**config.mk**
```make
export PLATFORM = sky130hd
export DESIGN_NAME = seg_scan_ctrl
export DESIGN_NICKNAME = d
export VERILOG_FILES = /design/src/rtl/seg_scan_pkg.sv /design/src/rtl/seg_scan_timer.sv /design/src/rtl/seg_scan_ctrl.sv
export SDC_FILE = /design/constraint.sdc
export NUM_CORES = 1
export LEC_CHECK = 0
export BUFFER_PORTS_ARGS = -buffer_cell sky130_fd_sc_hd__buf_2
export CAP_MARGIN = 15
export CORE_ASPECT_RATIO = 0.9
export CORE_UTILIZATION = 35
export DETAILED_ROUTE_END_ITERATION = 8
export SETUP_SLACK_MARGIN = 0.02
export SLEW_MARGIN = 20
export SYNTH_ARGS = -nofsm -noshare
export SYNTH_HDL_FRONTEND = slang
export SYNTH_HIERARCHICAL = 1
export SYNTH_SLANG_ARGS = --single-unit
```
**constraint.sdc**
```tcl
create_clock -name clk -period 5.4 [get_ports clk]
set_clock_uncertainty 0.15 [all_clocks]
set_input_delay 1.08 -clock clk [delete_from_list [all_inputs] [get_ports clk]]
set_output_delay 1.08 -clock clk [all_outputs]
set_load 0.01 [all_outputs]
```
**src/rtl/seg_scan_pkg.sv**
```systemverilog
`default_nettype none
// +----------------------------------------------------------------------+
// | Package  : seg_scan_pkg                                              |
// | Purpose  : Shared types, default sizes and a digit-extraction helper |
// |            for the seven-segment scan controller.                    |
// | Revision : 1.0  initial release                                      |
// +----------------------------------------------------------------------+
package seg_scan_pkg;

  typedef enum logic [0:0] {
    ST_BLANK = 1'b0,
    ST_DRIVE = 1'b1
  } state_t;

  localparam int NUM_DIGITS_DEF = 4;
  localparam int SEG_W_DEF      = 7;
  localparam int DWELL_DEF      = 20000;
  localparam int BLANK_DEF      = 16;
  localparam int CBITS_DEF      = 15;

  // Upper bounds for the helper's fixed-width arguments. The image is
  // zero-extended into MAX_IMG_W bits and the caller truncates the
  // returned slice to its own SEG_W.
  localparam int MAX_SEG_W  = 16;
  localparam int MAX_DIGITS = 8;
  localparam int MAX_IMG_W  = MAX_SEG_W * MAX_DIGITS;

  // Returns the segment pattern of digit i (bits [i*seg_w +: seg_w]),
  // right-aligned in a MAX_SEG_W-wide word.
  function automatic logic [MAX_SEG_W-1:0] digit_slice(
    input logic [MAX_IMG_W-1:0] image,
    input int unsigned          i,
    input int unsigned          seg_w
  );
    return MAX_SEG_W'(image >> (i * seg_w));
  endfunction

endpackage
`default_nettype wire

```
**src/rtl/seg_scan_timer.sv**
```systemverilog
`default_nettype none
// +----------------------------------------------------------------------+
// | Module   : seg_scan_timer                                            |
// | Purpose  : Loadable up-counter that measures one BLANK or DRIVE      |
// |            phase and flags its final cycle.                          |
// | Revision : 1.0  initial release                                      |
// | Ports    : clk, rst   clock, async active-high reset                 |
// |            i_load     restart count at 0 on the next edge            |
// |            i_len      phase length in cycles (>=1)                   |
// |            o_cnt      current position 0..i_len-1                    |
// |            o_done     high in the last cycle of the phase            |
// +----------------------------------------------------------------------+
module seg_scan_timer #(
  parameter int CBITS = 15
) (
  input  logic             clk,
  input  logic             rst,
  input  logic             i_load,
  input  logic [CBITS-1:0] i_len,
  output logic [CBITS-1:0] o_cnt,
  output logic             o_done
);

  logic [CBITS-1:0] r_cnt;

  always_ff @(posedge clk or posedge rst) begin
    if (rst) begin
      r_cnt <= '0;
    end else if (i_load) begin
      r_cnt <= '0;
    end else begin
      r_cnt <= r_cnt + CBITS'(1);
    end
  end

  assign o_cnt  = r_cnt;
  assign o_done = (r_cnt == (i_len - CBITS'(1)));

endmodule
`default_nettype wire

```
**src/rtl/seg_scan_ctrl.sv**
```systemverilog
`default_nettype none
// +----------------------------------------------------------------------+
// | Module   : seg_scan_ctrl                                             |
// | Purpose  : Scan scheduler for a time-multiplexed common-segment      |
// |            seven-segment display. Each digit slot is a blanking gap  |
// |            followed by a drive window. New images arrive over a      |
// |            valid/ready handshake and are double-buffered so they are |
// |            only applied at frame boundaries.                         |
// | Revision : 1.0  initial release                                      |
// | Ports    : clk, rst     clock, async active-high reset               |
// |            load_valid   producer offers an image                     |
// |            load_data    image, digit i at [i*SEG_W +: SEG_W]         |
// |            load_ready   pending buffer empty                         |
// |            segment      segment bus, active-high                     |
// |            digit_en     one-hot digit enable, active-high            |
// |            frame_tick   one-cycle pulse on first cycle of a frame    |
// |            bright       (SEG_SCAN_BRIGHT_EN only) 4-bit brightness   |
// | Macro    : SEG_SCAN_BRIGHT_EN adds the bright input and shortens the |
// |            on-time inside each drive window.                         |
// | Limits   : SEG_W <= 16, NUM_DIGITS <= 8.                              |
// +----------------------------------------------------------------------+
module seg_scan_ctrl
  import seg_scan_pkg::*;
#(
  parameter int NUM_DIGITS = NUM_DIGITS_DEF,
  parameter int SEG_W      = SEG_W_DEF,
  parameter int DWELL      = DWELL_DEF,
  parameter int BLANK      = BLANK_DEF,
  parameter int CBITS      = CBITS_DEF
) (
  input  logic                        clk,
  input  logic                        rst,
  input  logic                        load_valid,
  input  logic [NUM_DIGITS*SEG_W-1:0] load_data,
`ifdef SEG_SCAN_BRIGHT_EN
  input  logic [3:0]                  bright,
`endif
  output logic                        load_ready,
  output logic [SEG_W-1:0]            segment,
  output logic [NUM_DIGITS-1:0]       digit_en,
  output logic                        frame_tick
);

  localparam int IDX_W = $clog2(NUM_DIGITS);
  localparam int IMG_W = NUM_DIGITS * SEG_W;
  localparam logic [IDX_W-1:0] C_LAST_IDX = IDX_W'(NUM_DIGITS - 1);

  state_t            r_state;
  state_t            w_next_state;
  logic [IDX_W-1:0]  r_idx;
  logic [IDX_W-1:0]  w_next_idx;
  logic              w_boundary;

  logic [CBITS-1:0]  w_len;
  logic [CBITS-1:0]  w_cnt;
  logic [CBITS-1:0]  w_next_cnt;
  logic              w_done;
  logic              w_on;

  logic [IMG_W-1:0]  r_active;
  logic [IMG_W-1:0]  r_pending;
  logic              r_load_ready;

  logic [SEG_W-1:0]      r_segment;
  logic [NUM_DIGITS-1:0] r_digit_en;
  logic                  r_frame_tick;
  logic [SEG_W-1:0]      w_next_seg;

  // ------------------------------------------------------------------
  // Phase timer, restarted on every state change
  // ------------------------------------------------------------------
  assign w_len = (r_state == ST_BLANK) ? CBITS'(BLANK) : CBITS'(DWELL);

  seg_scan_timer #(
    .CBITS (CBITS)
  ) u_timer (
    .clk    (clk),
    .rst    (rst),
    .i_load (w_done),
    .i_len  (w_len),
    .o_cnt  (w_cnt),
    .o_done (w_done)
  );

  // Counter value the timer will hold after this edge.
  assign w_next_cnt = w_done ? '0 : (w_cnt + CBITS'(1));

  // ------------------------------------------------------------------
  // FSM
  // ------------------------------------------------------------------
  always_ff @(posedge clk or posedge rst) begin
    if (rst) begin
      r_state <= ST_BLANK;
      r_idx   <= '0;
    end else begin
      r_state <= w_next_state;
      r_idx   <= w_next_idx;
    end
  end

  always_comb begin
    w_next_state = r_state;
    w_next_idx   = r_idx;
    w_boundary   = 1'b0;
    if (w_done) begin
      case (r_state)
        ST_BLANK: begin
          w_next_state = ST_DRIVE;
        end
        ST_DRIVE: begin
          w_next_state = ST_BLANK;
          if (r_idx == C_LAST_IDX) begin
            w_next_idx = '0;
            w_boundary = 1'b1;
          end else begin
            w_next_idx = r_idx + IDX_W'(1);
          end
        end
        default: begin
          w_next_state = ST_BLANK;
        end
      endcase
    end
  end

  // ------------------------------------------------------------------
  // On-time inside the drive window
  // ------------------------------------------------------------------
`ifdef SEG_SCAN_BRIGHT_EN
  localparam int OW = CBITS + 4;

  logic [OW-1:0] w_on_raw;
  logic [OW-1:0] w_on_new;
  logic [OW-1:0] w_on_eff;
  logic [OW-1:0] r_on_len;
  logic          w_entering;

  assign w_on_raw   = (OW'(DWELL) * (OW'(bright) + OW'(1))) >> 4;
  assign w_on_new   = (w_on_raw == '0) ? OW'(1) : w_on_raw;
  assign w_entering = w_done && (r_state == ST_BLANK);
  // The window being entered uses the freshly sampled value; an
  // in-progress window keeps the one latched at its start.
  assign w_on_eff   = w_entering ? w_on_new : r_on_len;
  assign w_on       = (OW'(w_next_cnt) < w_on_eff);

  always_ff @(posedge clk or posedge rst) begin
    if (rst) begin
      r_on_len <= OW'(1);
    end else if (w_entering) begin
      r_on_len <= w_on_new;
    end
  end
`else
  // Full window: every drive cycle is on.
  assign w_on = (w_next_cnt < CBITS'(DWELL));
`endif

  // ------------------------------------------------------------------
  // Image double buffer. The boundary copy takes precedence; an accept
  // cannot coincide with it because load_ready is low whenever a copy
  // is due, so an image accepted on a boundary edge waits a full frame.
  // ------------------------------------------------------------------
  always_ff @(posedge clk or posedge rst) begin
    if (rst) begin
      r_active     <= '0;
      r_pending    <= '0;
      r_load_ready <= 1'b1;
    end else if (w_boundary && !r_load_ready) begin
      r_active     <= r_pending;
      r_load_ready <= 1'b1;
    end else if (load_valid && r_load_ready) begin
      r_pending    <= load_data;
      r_load_ready <= 1'b0;
    end
  end

  // ------------------------------------------------------------------
  // Registered outputs, computed from next-cycle state so they line up
  // with the state they describe.
  // ------------------------------------------------------------------
  assign w_next_seg = SEG_W'(digit_slice(MAX_IMG_W'(r_active), 32'(w_next_idx), SEG_W));

  always_ff @(posedge clk or posedge rst) begin
    if (rst) begin
      r_segment    <= '0;
      r_digit_en   <= '0;
      r_frame_tick <= 1'b0;
    end else begin
      r_frame_tick <= w_boundary;
      if ((w_next_state == ST_DRIVE) && w_on) begin
        r_digit_en <= NUM_DIGITS'(1) << w_next_idx;
        r_segment  <= w_next_seg;
      end else begin
        r_digit_en <= '0;
        r_segment  <= '0;
      end
    end
  end

  assign load_ready = r_load_ready;
  assign segment    = r_segment;
  assign digit_en   = r_digit_en;
  assign frame_tick = r_frame_tick;

endmodule
`default_nettype wire

```
# Word level (Yosys, flattened, before mapping)
# Cells that the tools add are included.
# Widths: inputs -> output; s select.
# op_classes
add_sub_neg	3
n_mul	1
order_cmp	1
n_eq_ne	2
shift	2
mux	14
bitwise	2
reduce_logical	6
# ops
op	count
$mux 15	2
$shr 28x5->7	1
$add 15x1->15 const B	1
$eq 15x15->1	1
$lt 15x15->1 const B	1
$sub 15x1->15 const B	1
$mux 7	1
$mux 1	6
$mux 2	3
$mul 2x3->5 const B	1
$mux 4	1
$shl 1x2->4 const A	1
$logic_and 1x1->1	3
$add 2x1->2 const B	1
$eq 2x2->1 const B	1
$not 1->1	2
$pmux 1 s2	1
$reduce_and 2->1	1
$reduce_bool 2->1	1
$logic_not 1->1	1
# word_totals
ff_bits	87
in_bits	31
out_inout_bits	13

# Depth between registers and ports, before layout
# depth
word_depth	7
ltp_mapped	13
mapped_depth_nobuf	13

# Modules after synthesis
# Netlist, hierarchy kept.
# modules_own_cells
module	instances	cells_each	area_per_inst_um2	seq_area_each_um2
seg_scan_ctrl	1	204	2976.6	1803.0
seg_scan_timer	1	141	1206.2	375.4

# Worst setup path after synthesis
# No wires, ideal clock.
# synth_path
path_type	flip-flop to flip-flop
start	reg r_state
end	reg r_segment[5] (netlist: segment[5])
arrival_ps	3554
required_time_ps	5117
path_slack_ps	1563
path_stages_with_launch	13
path_buffers	1
period_less_slack_ps	3837
path_cell_list	dfrtp_1 > inv_1 > nor4_4 > nand4b_1 > xnor2_1 > o221ai_1 > o21ai_1 > nor4_2 > nand2_2 > xor2_4 > buf_4 > mux2i_1 > a221oi_2
# synth_between
elab_chain_cells	7
# synth_rtl
element	line	rtl
from (decl)	seg_scan_ctrl.sv:48	state_t r_state;
from (signal assigned)	seg_scan_ctrl.sv:96	r_state <= w_next_state;
$mux 15 *	seg_scan_ctrl.sv:72	assign w_len = (r_state == ST_BLANK) ? CBITS'(BLANK) : CBITS'(DWELL);
named net w_len[4]	seg_scan_ctrl.sv:54	logic [CBITS-1:0] w_len;
$sub 15x1->15 *	seg_scan_timer.sv:37	assign o_done = (r_cnt == (i_len - CBITS'(1)));
$eq 15x15->1 *	seg_scan_timer.sv:37	
named net w_done	seg_scan_ctrl.sv:57	logic w_done;
$mux 2 / $mux 15 (equally long branches)	seg_scan_ctrl.sv:105, seg_scan_ctrl.sv:86	
$mul 2x3->5 / $lt 15x15->1 (equally long branches)	seg_scan_pkg.sv:35, seg_scan_ctrl.sv:155	
$shr 28x5->7 / $logic_and 1x1->1 (equally long branches)	seg_scan_pkg.sv:35, seg_scan_ctrl.sv:190	
$mux 7 *	seg_scan_ctrl.sv:190	if ((w_next_state == ST_DRIVE) && w_on) begin
to (signal assigned)	seg_scan_ctrl.sv:192	r_segment <= w_next_seg;
to (decl)	seg_scan_ctrl.sv:64	logic [SEG_W-1:0] r_segment;
# Mark *: on every way through the listed nets, which the timed path passes. The rest lies on a longest branch.
# A chain may end at the register's enable or synchronous reset.

# Worst setup path in the final report
# layout_path
start	reg r_state
end	reg r_segment[3] (netlist: segment[3])
# layout_between
elab_chain_cells	7
# layout_rtl
element	line	rtl
$mux 15	seg_scan_ctrl.sv:72	
named net w_len[4]	seg_scan_ctrl.sv:54	
$sub 15x1->15	seg_scan_timer.sv:37	
$eq 15x15->1	seg_scan_timer.sv:37	
named net w_done	seg_scan_ctrl.sv:57	
$mux 2	seg_scan_ctrl.sv:105	if (w_done) begin
named net w_next_idx[0]	seg_scan_ctrl.sv:51	logic [IDX_W-1:0] w_next_idx;
$mul 2x3->5	seg_scan_pkg.sv:35	return MAX_SEG_W'(image >> (i * seg_w));
$shr 28x5->7	seg_scan_pkg.sv:35	
$mux 7	seg_scan_ctrl.sv:190	
# The timed path passes the listed nets, and every way through them passes these cells.

==> results_dict.tcl <==
set metrics [dict create \
    io_buffers 43 \
    cpPeakStageDelay_ps 840 \
    cts_htree_levels 3 \
    hold_buffers 0 \
    clockBufferDepth 2 \
    worst_slew_pin_slew_ps 767 \
    multi_input_area_um2 2030 \
    antenna_left 0 \
    post_cts_buffers 0 \
    period_minus_slack_ps 4280 \
    power_switching_mw 0.359 \
    grtUsageTotal_pct 14.5 \
    regArea_um2 2180 \
    final_nets 457 \
    cts_root_buffer "clkbuf_16" \
    die_height_um 106 \
    initial_core_util_pct 36.3 \
    drt_iter0_drc 119 \
    clkTransAtPathRegs_ps 60 \
    grt_pass1_wl_mm 13.8 \
    clk_latency_ps 340 \
    finalSetupViolCount 0 \
    synth_cell_types 56 \
    syn_to_final_growth_pct 19.6 \
    clkPwrFrac_pct 45.7 \
    intPower_mw 1.12 \
    syn_avg_cell_area_um2 12.1 \
    yosys_most_used_dff "dfrtp_1" \
    synthArstFlopShare_pct 100 \
    grt_pass1_vias 2825 \
    clock_sinks 87 \
    ys_seq_elements 87 \
    slew_headroom_pct 48.9 \
    r2r_slack_ps 1120 \
    vias_per_cell 4.76 \
    mostFrequentLayoutCell "dfrtp_1" \
    fillers 1077 \
    drt_pass1_iterations 4 \
    report.final.slew_viol_count 0 \
    cp-end-kind "flop" \
    drc 0 \
    fmax_mhz 234 \
    hold_viol_final 0 \
    fin_crit_sh_pct 79.2 \
    place.gp.congestion 0.863 \
    cp.arrival_ps 4310 \
    synth_warnings 6 \
    wire_per_inst_um 13.9 \
    n_antenna_cell 0 \
    routed_wl_mm 8.09 \
    setup.worst_path.start_class "flop" \
    outcome "completed" \
    cts_resized 0 \
    crit_required_ps 5430 \
    ir_drop_v 0.000146 \
    final_cells 584 \
    pin_count 44 \
    final_cell_mix "dfrtp_1 (86), mux2_2 (57), buf_2 (43), conb_1 (34), nand2_1 (21)" \
    min_path_type "flop to flop" \
    die_area_um2 12400 \
    p_leak_nw 2.44 \
    rsz0062_at_grt "false" \
    dpl.hpwl_mm 5.78 \
    gr-total-overflow 0 \
    endpoint "segment[3]" \
    row_count 37 \
    syn_area_um2 4180 \
    timing.rr.start "r_state" \
    cp.depth 12 \
    cp_top_family "simple AND/OR/NAND/NOR gates" \
    cts_buffers 9 \
    ys_seq_area_share_pct 52.1 \
    worstPathCellList "inv_1 > nor4_4 > nand4b_1 > xnor2_1 > o221ai_1 > o21ai_1 > nor4_2 > nand2_2 > xor2_4 > clkinv_1 > nand2_1 > a221oi_2" \
    synthCells 345 \
    comb_power_share_pct 7.0 \
    p_per_area_nw_per_um2 296 \
    seq_power_share_pct 47.3 \
    cts_tree "yes" \
    grt_max_degree 40 \
    worstReg2RegEnd "segment[3]" \
    die_w_um 117 \
    crit_buf_inv 2 \
    vias 2781 \
    drv_cap 0 \
    criticalPathCategory "flop to flop" \
    ff2ff_path_depth 12 \
    crit_path_start "r_state" \
    antenna_found_initial 0 \
    switching_share_pct 24.2 \
    synth_edf_count 0 \
    core_um2 11500 \
    drive_gt1_share_pct 34.6 \
    path_max_fanout 24 \
    dpl.cell_count 568 \
    cpMaxStageDelayCell "dfrtp_1" \
    tns_ps 0 \
]
==> final cells by class <==
cell class | count | area share (%)
Timing Repair Buffer | 47 | 4.90
Sequential cell | 87 | 43.5
Inverter | 7 | 0.525
Clock buffer | 9 | 4.50
Clock inverter | 7 | 2.03
Multi-Input combinational cell | 271 | 40.6
Tap cell | 156 | 3.90
==> flip-flops by register name, summed over array words and instances (netlist names) <==
name	flops
r_active	28
load_ready	1
r_idx	2
segment	7
digit_en	4
u_timer/o_cnt	15
frame_tick	1
r_pending	28
r_state	1
==> cell usage after synthesis, types with 5 or more instances <==
cell type / count / area [um^2]
a21oi_1: 14 / 70.1
a221oi_2: 6 / 90.1
buf_2: 5 / 25.0
dfrtp_1: 86 / 2150
inv_1: 6 / 22.5
mux2_2: 57 / 642
mux2i_1: 7 / 70.1
nand2_1: 21 / 78.8
nand3_1: 8 / 40.0
nand4_1: 7 / 43.8
nor2_1: 19 / 71.3
nor2b_1: 6 / 37.5
o21ai_0: 14 / 70.1
xnor2_1: 10 / 87.6
xor2_1: 15 / 131
==> layer usage <==
| metal | global-route usage, % | part of all wire, % |
|---|---|---|
| met1 | 20.2 | 49 |
| met2 | 21.7 | 46 |
| met3 | 3.68 | 4.1 |
| met4 | 5.15 | 1.4 |
| met5 | 0 | 0 |
==> worst min-delay path by stage <==
stage / from / end / slack [ps] / depth (start not counted)
3_5_place_dp: r_pending[8] / r_active[8] / 340 / 1
3_3_place_gp: r_pending[20] / r_active[20] / 340 / 1
2_1_floorplan: r_pending[16] / r_active[16] / 320 / 1
4_1_cts: r_pending[8] / r_pending[8] / 360 / 1
6_report: r_pending[25] / r_pending[25] / 350 / 1
5_1_grt: r_pending[25] / r_pending[25] / 370 / 1
==> cell families (layout without fill, tap and decap cells) <==
| kind of cell | Yosys count | count (layout) | share of synthesized area (%) |
|---|---|---|---|
| fa+ha+maj | 3 | 3 | 0.897 |
| other cells | 1 | 34 | 0.0897 |
| buf+inv | 20 | 70 | 2.30 |
| mux | 64 | 64 | 17.0 |
| simple gates | 99 | 99 | 14.0 |
| compound gates | 45 | 45 | 7.69 |
| xor+xnor | 26 | 26 | 5.89 |
| flops | 87 | 87 | 52.1 |
==> stage by stage <==
step	instance area [um^2]	worst slack, ps	hold WS [ps]	total power, mW	util, %
final	5000	1120	354	1.48	43.4
after global routing	5000	797	374	1.55	43.4
after CTS	5000	1140	358	1.50	43.4
after detailed placement	4680	1180	342	0.817	40.6
after global placement	4680	1310	335	0.812	40.6
after floorplan	4310	1560	325	0.781	-
==> power groups by stage <==
stage	clock [mW]	sequential [mW]	combinational (mW)
global route	0.721	0.706	0.119
floorplan	0	0.700	0.0815
finish	0.678	0.701	0.104
CTS	0.696	0.701	0.103
global placement	0	0.712	0.0993
detailed placement	0	0.713	0.103
Power figures use the tool's default switching activity.
